**src/rtl/drop_timer.sv**
```systemverilog
// Gravity and lock-delay scheduler: emits fall_tick / lock_tick enable pulses in the clk domain.
// Optional soft-drop override is compiled in when DROP_TIMER_SOFT_DROP_EN is defined.
module drop_timer #(
    parameter int unsigned BASE_PERIOD = 100_000_000,
    parameter int unsigned STEP        = 8_000_000,
    parameter int unsigned MIN_PERIOD  = 5_000_000,
    parameter int unsigned SOFT_PERIOD = 5_000_000,
    parameter int unsigned LOCK_PERIOD = 50_000_000,
    parameter int unsigned MAX_RESETS  = 15
) (
    input  logic       clk,
    input  logic       rst,
    input  logic       start,
    input  logic       stop,
    input  logic       pause,
    input  logic [4:0] level,
    input  logic       soft_drop,
    input  logic       landed,
    input  logic       move_reset,
    output logic       fall_tick,
    output logic       lock_tick,
    output logic       running,
    output logic       paused
);

    localparam logic [31:0] BASE_C    = 32'(BASE_PERIOD);
    localparam logic [31:0] STEP_C    = 32'(STEP);
    localparam logic [31:0] MIN_C     = 32'(MIN_PERIOD);
    localparam logic [31:0] LOCK_M1_C = 32'(LOCK_PERIOD) - 32'd1;
    localparam logic [31:0] MAXR_C    = 32'(MAX_RESETS);
    localparam logic [31:0] HEADROOM_C = BASE_C - MIN_C;

    typedef enum logic [1:0] {
        ST_IDLE = 2'd0,
        ST_FALL = 2'd1,
        ST_LOCK = 2'd2
    } state_t;

    state_t      state_q, state_d;
    logic [31:0] cnt_q, cnt_d;
    logic [31:0] lcnt_q, lcnt_d;
    logic [3:0]  resets_used_q, resets_used_d;
    logic        fall_tick_q, fall_tick_d;
    logic        lock_tick_q, lock_tick_d;
    logic        running_q, running_d;
    logic        paused_q, paused_d;

    logic [31:0] lvl_prod_s;
    logic [31:0] p_lvl_s;
    logic [31:0] period_s;
    logic [31:0] period_m1_s;
    logic        resets_left_s;

    // Level-derived fall period, clamped at the floor before it can underflow.
    always_comb begin
        lvl_prod_s = {27'd0, level} * STEP_C;
        if (lvl_prod_s > HEADROOM_C) begin
            p_lvl_s = MIN_C;
        end else begin
            p_lvl_s = BASE_C - lvl_prod_s;
        end
    end

`ifdef DROP_TIMER_SOFT_DROP_EN
    // Soft drop only ever speeds the piece up, never slows it down.
    always_comb begin
        if (soft_drop && (32'(SOFT_PERIOD) < p_lvl_s)) begin
            period_s = 32'(SOFT_PERIOD);
        end else begin
            period_s = p_lvl_s;
        end
    end
`else
    logic soft_drop_unused_s;
    assign soft_drop_unused_s = soft_drop;

    // Without the override the level period is used directly.
    always_comb begin
        period_s = p_lvl_s;
    end
`endif

    assign period_m1_s   = period_s - 32'd1;
    assign resets_left_s = ({28'd0, resets_used_q} < MAXR_C);

    // Next-state, counter and pulse logic; stop outranks start, start outranks state behaviour.
    always_comb begin
        state_d       = state_q;
        cnt_d         = cnt_q;
        lcnt_d        = lcnt_q;
        resets_used_d = resets_used_q;
        fall_tick_d   = 1'b0;
        lock_tick_d   = 1'b0;

        if (stop) begin
            state_d       = ST_IDLE;
            cnt_d         = 32'd0;
            lcnt_d        = 32'd0;
            resets_used_d = 4'd0;
        end else if (start) begin
            state_d       = ST_FALL;
            cnt_d         = 32'd0;
            lcnt_d        = 32'd0;
            resets_used_d = 4'd0;
        end else begin
            case (state_q)
                ST_IDLE: begin
                    state_d = ST_IDLE;
                end
                ST_FALL: begin
                    if (pause) begin
                        state_d = ST_FALL;
                    end else if (landed) begin
                        state_d       = ST_LOCK;
                        lcnt_d        = 32'd0;
                        resets_used_d = 4'd0;
                    end else if (cnt_q >= period_m1_s) begin
                        cnt_d       = 32'd0;
                        fall_tick_d = 1'b1;
                    end else begin
                        cnt_d = cnt_q + 32'd1;
                    end
                end
                ST_LOCK: begin
                    if (pause) begin
                        state_d = ST_LOCK;
                    end else if (!landed) begin
                        state_d = ST_FALL;
                        cnt_d   = 32'd0;
                    end else if (move_reset && resets_left_s) begin
                        lcnt_d        = 32'd0;
                        resets_used_d = resets_used_q + 4'd1;
                    end else if (lcnt_q == LOCK_M1_C) begin
                        lock_tick_d = 1'b1;
                        state_d     = ST_FALL;
                        cnt_d       = 32'd0;
                    end else begin
                        lcnt_d = lcnt_q + 32'd1;
                    end
                end
                default: begin
                    state_d       = ST_IDLE;
                    cnt_d         = 32'd0;
                    lcnt_d        = 32'd0;
                    resets_used_d = 4'd0;
                end
            endcase
        end

        running_d = (state_d != ST_IDLE);
        paused_d  = (state_d != ST_IDLE) && pause;
    end

    // State, counters and registered outputs.
    always_ff @(posedge clk) begin
        if (rst) begin
            state_q       <= ST_IDLE;
            cnt_q         <= 32'd0;
            lcnt_q        <= 32'd0;
            resets_used_q <= 4'd0;
            fall_tick_q   <= 1'b0;
            lock_tick_q   <= 1'b0;
            running_q     <= 1'b0;
            paused_q      <= 1'b0;
        end else begin
            state_q       <= state_d;
            cnt_q         <= cnt_d;
            lcnt_q        <= lcnt_d;
            resets_used_q <= resets_used_d;
            fall_tick_q   <= fall_tick_d;
            lock_tick_q   <= lock_tick_d;
            running_q     <= running_d;
            paused_q      <= paused_d;
        end
    end

    assign fall_tick = fall_tick_q;
    assign lock_tick = lock_tick_q;
    assign running   = running_q;
    assign paused    = paused_q;

endmodule

```
**config.mk**
```make
export PLATFORM = sky130hd
export DESIGN_NAME = drop_timer
export DESIGN_NICKNAME = d
export VERILOG_FILES = /design/src/rtl/drop_timer.sv
export SDC_FILE = /design/constraint.sdc
export NUM_CORES = 1
export LEC_CHECK = 0
export CORE_MARGIN = 4
export CORE_UTILIZATION = 65
export DETAILED_ROUTE_END_ITERATION = 12
export GPL_ROUTABILITY_DRIVEN = 0
export PLACE_DENSITY = 0.94
export SLEW_MARGIN = 25
export SYNTH_ARGS = -nofsm -noshare
export SYNTH_HDL_FRONTEND = slang
export SYNTH_SLANG_ARGS = --single-unit
```
**constraint.sdc**
```tcl
create_clock -name clk -period 10.73 [get_ports clk]
set_clock_uncertainty 0.2 [all_clocks]
set_input_delay 1.6095 -clock clk [delete_from_list [all_inputs] [get_ports clk]]
set_output_delay 1.6095 -clock clk [all_outputs]
set_load 0.02 [all_outputs]
```
==> metrics.txt <==
outcome=finished, final reports clean; Synth async-reset ratio=0; Ys Warns=0; initial antenna violation count=0; crit path time final=8373 ps; Initial Util=0.6659; final hold viol count=0; register area share after synthesis=0.2721; Syn-to-layout area delta=7.860%; layout cells sized above 1=0.05060; Slowest Stage Delay on Critical Path=780 ps; GRT Util Overall=0.2513; Avg Cell Area, Syn=8.324 sq um; Worst R2R Setup Slack=7340 ps; kind of start point of the critical path=input pin; Final HPWL DP=8.663 mm; worst skew pair latency=360 ps; max_cap viols=0; Cell Area, Synth=5444 sq um; Worst slew margin=0.3600; n_diodes=0; largest net degree at the start of global routing=33; Fmax=119.4 MHz; DR iter-0 viols=225; Hold/Removal Path Class=flop to flop; final WL=11.86 mm; Horiz. Die Dim=99.52 um; die area=9903 sq um; Max FO, Critical Path=32; Synth Register Bits=74; vias in the first global route=4,652; Synth Flop Type=dfxtp_1; Pre-antenna DRT Iters=5; Cell Count, Final, Fillers Out=777; CTS Hold Bufs=0; synth top area cells=dfxtp_1, ha_1, nor2_1; RSZ-0062 raised after global routing=false; TritonCTS Sinks=74; critical path capture point type=flop; DRC viols=0; slew at the pin closest to its max-slew limit=957.7 ps; first-pass GRT wire length=20.73 mm; worst-path cell chain=clkdlybuf4s50_1 -> ha_1 -> ha_1 -> fa_1 -> ha_1 -> nand2_1 -> o41ai_1 -> o21ai_0 -> mux2i_1 -> a2111oi_0 -> a21boi_0 -> o21a_1 -> and2_1 -> ha_1 -> o21a_1 -> o21ai_0 -> nor2_1 -> a21oi_1 -> o221ai_1 -> o31ai_1 -> nand2_2 -> nor2_1; area leader, netlist=dfxtp_1; chip height=99.52 um; DRT antenna net count=0; crit-path most repeated cell=ha_1; distinct cell type count after synthesis=67; I/O Buffers=15; placed instance count=761; gr ovfl total=0; Yosys top cell area share=0.2721; EDFF count, synth=0; CTS H-tree lvls=3; leakage power=0.002249 uW; Core Box Area=8175 sq um; CTS buffer count=9; power density over cell area=131.2 nW/um^2; CTS tree=built; Fin Setup TNS=0 ps; Via density=6.133; required time of the critical path=10,810 ps; Synth Instances=654; slowest CP cell=clkdlybuf4s50_1; # setup viols final=0; drt wl/cell=15.27 um; Final period util=0.7803; nets=747; CP arrival=8450 ps; Slew Viols, Final=0; Fillers=588; Root Driver=clkbuf_8; Peak VDD IR=85.51 uV; Rows=33; clock slew at reported path FFs=90 ps; Post-CTS Setup Bufs=0; # IOs=17; post-CTS sizing=0; clk buf depth=2; kind of critical path=input pin to flop; DR vias=4,765
-- synthesized netlist by cell type, types with 7 or more instances --
master / n
nor2_1: 99
dfxtp_1: 74
ha_1: 61
nand2_1: 56
xnor2_1: 42
xor2_1: 40
nand3_1: 34
nand4_1: 28
inv_1: 26
a21oi_1: 22
nor3_1: 16
a21o_1: 15
and2_1: 9
and3_1: 9
or3_1: 8
clkbuf_1: 7
nor2b_1: 7
o21ai_0: 7
-- power by group --
group	switching [uW]	internal, uW	leakage [uW]
Combinational	153	110	0.00155
Sequential	0.196	275	0.000596
Clock	116	117	0.000101
Total	269	501	0.00225
-- flip-flops by register name, summed over array words and instances, names as in the netlist --
| register | cells |
|---|---|
| cnt_q | 32 |
| fall_tick | 1 |
| lcnt_q | 32 |
| lock_tick | 1 |
| paused | 1 |
| resets_used_q | 4 |
| running | 1 |
| state_q | 2 |
-- logic make-up after synthesis --
| logic type | Yosys count | share of synthesized area |
|---|---|---|
| simple gates | 301 | 0.2855 |
| compound gates | 84 | 0.1108 |
| xor+xnor | 82 | 0.1319 |
| flops | 74 | 0.2721 |
| fa+ha+maj | 67 | 0.1623 |
| buf+inv | 43 | 0.03310 |
| mux | 2 | 0.003677 |
| other cells | 1 | 0.0006888 |
-- cell type report --
cell class	count	area (sq um)	share of cell area
Inverter	26	97.59	0.01662
Sequential cell	74	1481	0.2523
Timing Repair Buffer	15	150.1	0.02557
Tap cell	105	131.4	0.02237
Clock inverter	6	73.82	0.01257
Multi-Input combinational cell	541	3800	0.6471
Clock buffer	10	137.6	0.02344
-- layer usage --
layer / wire (um) / up-vias / global-route usage
met3: 510 / 24 / 0.04769
met2: 5999 / 131 / 0.4478
met4: 222 / 0 / 0.08613
li1: - / 2326 / -
met1: 5133 / 2284 / 0.3020
met5: 0 / - / 0
-- critical path, delay by kind of cell --
family	cells	cell delay, ps
adder cells (fa/ha/maj)	5	1790
buffers and inverters	1	780
multiplexers	1	160
AO/OA/AOI/OAI	10	3020
AND/OR/NAND/NOR	5	1080
-- metrics by stage --
step                instance area (sq um)  utilization  setup slack (ps)  power [uW]  hold slack [ps]
finish                               5872       0.7182              2357       770.5            290.6
global route                         5872       0.7182              1869       819.3            326.6
CTS                                  5869       0.7179              2185       766.9            290.3
detailed placement                   5658       0.6921              1885       537.9            276.1
global placement                     5658       0.6921              2118       522.9            259.5
floorplan                            5459            -              3811       485.3            249.3
-- cell usage in the layout (no fill, tap or decap), drive strengths merged, types with 6 or more instances in the layout --
master,n
nor2,99
dfxtp,74
ha,61
nand2,56
xnor2,42
xor2,40
nand3,35
nand4,29
inv,28
a21oi,22
nor3,22
a21o,15
clkdlybuf4s50,15
clkbuf,10
and2,9
and3,9
or3,8
nor2b,7
o21ai,7
and4,6
fa,6
-- path summary, 6_finish.rpt --
check / start / to / cells after the start
setup / recovery: level[2] / cnt_q[30] / 22
hold / removal: lcnt_q[1] / lcnt_q[1] / 2
setup reg to reg: state_q[0] / lcnt_q[28] / 10
hold reg to reg: lcnt_q[1] / lcnt_q[1] / 2
No activity file was read; power rests on OpenSTA's default activity.
==> RTL change (same flow settings) <==
Add a define of `DROP_TIMER_SOFT_DROP_EN`.
--- a/src/rtl/drop_timer.sv
+++ b/src/rtl/drop_timer.sv
@@ -2,2 +2,4 @@
 // Optional soft-drop override is compiled in when DROP_TIMER_SOFT_DROP_EN is defined.
+`define DROP_TIMER_SOFT_DROP_EN
+
 module drop_timer #(
Formal check against the unedited RTL: no difference found for any inputs over 4 cycles, from zero or initial values and one cycle with rst high; that may be too few to reach the edited logic, so the function may still have changed.
==> RTL change against the original RTL <==
  * Final cell count up 20%
  * Clock power decreased by 3%
  * Synthesized cell count grew 21%
  * Total power is 8.1% higher
  * Sequential share of layout area down 3.0 points
  * Final area up 13%
  * Sequential cell count stayed put
  * Critical path depth is the same
  * Critical path type unchanged
  * Hold slack improved by 0.027 ns
  * Worst setup slack worse by 0.59 ns
  * Routed wire length is 29% higher
  * Synthesized area rose by 14%
==> RTL change: results (changes against the original RTL) <==
Run status
The flow ran to the end, and the final reports show no timing, DRC or antenna violations.

Min path
The start point of the worst hold path is cnt_q[30].

Place
The cell area reported after detailed placement came to 0.006447 sq mm (+14%). The worst slack at placement is 1.489 ns (-0.3955 ns). The number of cells after detailed placement was 915 (+20%).

Worst setup path
The launching point of the worst reg2reg path is cnt_q[25]. The arrival time of data at the critical path endpoint is 9.04 ns (+0.59 ns). The delay of the slowest cell on the worst path came to 0.91 ns (+0.13 ns).

Layout
The final cell utilization of the core was 0.7202 (+0.002001). The sequential cell area share is 0.2226 (-0.02969). The proportion of cell area spent on the clock network was 0.03083 (-0.005178).

The fraction of layout cells with a size suffix above 1 is 0.05112 (+0.0005270). The total of clock buffers placed in the layout is 12 (+2). The number of nets in the finished design is 877 (+17%). The filler cell count in the final layout is 656 (+12%).

The inverter count of the layout excluding clock inverters is 27 (+3.8%).

Yosys
The complex-gate fraction of the synthesized area is 0.2042 (+0.09339). Yosys attributes the largest share of cell area to sky130_fd_sc_hd__dfxtp_1, sky130_fd_sc_hd__ha_1, sky130_fd_sc_hd__nand2_1. The xor and xnor fraction of the mapped netlist area is 0.08470 (-0.04723). The fraction of synthesized cell area taken by the top area cell type is 0.2393 (-0.03278).

The multiplexer share of the synthesized area came to 0.006469 (+0.002791). The register area share after synthesis is 0.2393 (-0.03278). The number of distinct library cells after synthesis is 72 (+7.5%).

Routing
The detail-routed via count per cell is 6.574 (+7.2%). The wire length on met3 is 893 um (+75%).

STA
The final hold slack is 0.3171 ns (+0.02654 ns). The relative max-transition margin is 0.2763 (-0.08368).

Global route
The global-route track usage on met3 is 0.04348 (-0.004208). The combined global-route utilization of all metal layers is 0.2765 (+0.02523).

Power
The portion of total power attributed to the clock network is 0.270 (-0.032). The leakage power figure is 2.453 nW (+9.1%).
## RTL change: cell types whose count changed in the layout (fill, tap and decap cells not counted), moves of 7 or more
| cell | change |
|---|---|
| sky130_fd_sc_hd__a211oi_1 | +10 |
| sky130_fd_sc_hd__nor3_1 | +7 |
| sky130_fd_sc_hd__nand2_1 | +34 |
| sky130_fd_sc_hd__nand2b_1 | +7 |
| sky130_fd_sc_hd__o2111ai_1 | +14 |
| sky130_fd_sc_hd__o21ai_0 | +19 |
| sky130_fd_sc_hd__nor2_1 | -23 |
| sky130_fd_sc_hd__nand4_1 | +11 |
| sky130_fd_sc_hd__a21oi_1 | +14 |
| sky130_fd_sc_hd__xnor2_1 | -11 |
| sky130_fd_sc_hd__o211ai_1 | +13 |
| sky130_fd_sc_hd__xor2_1 | -13 |
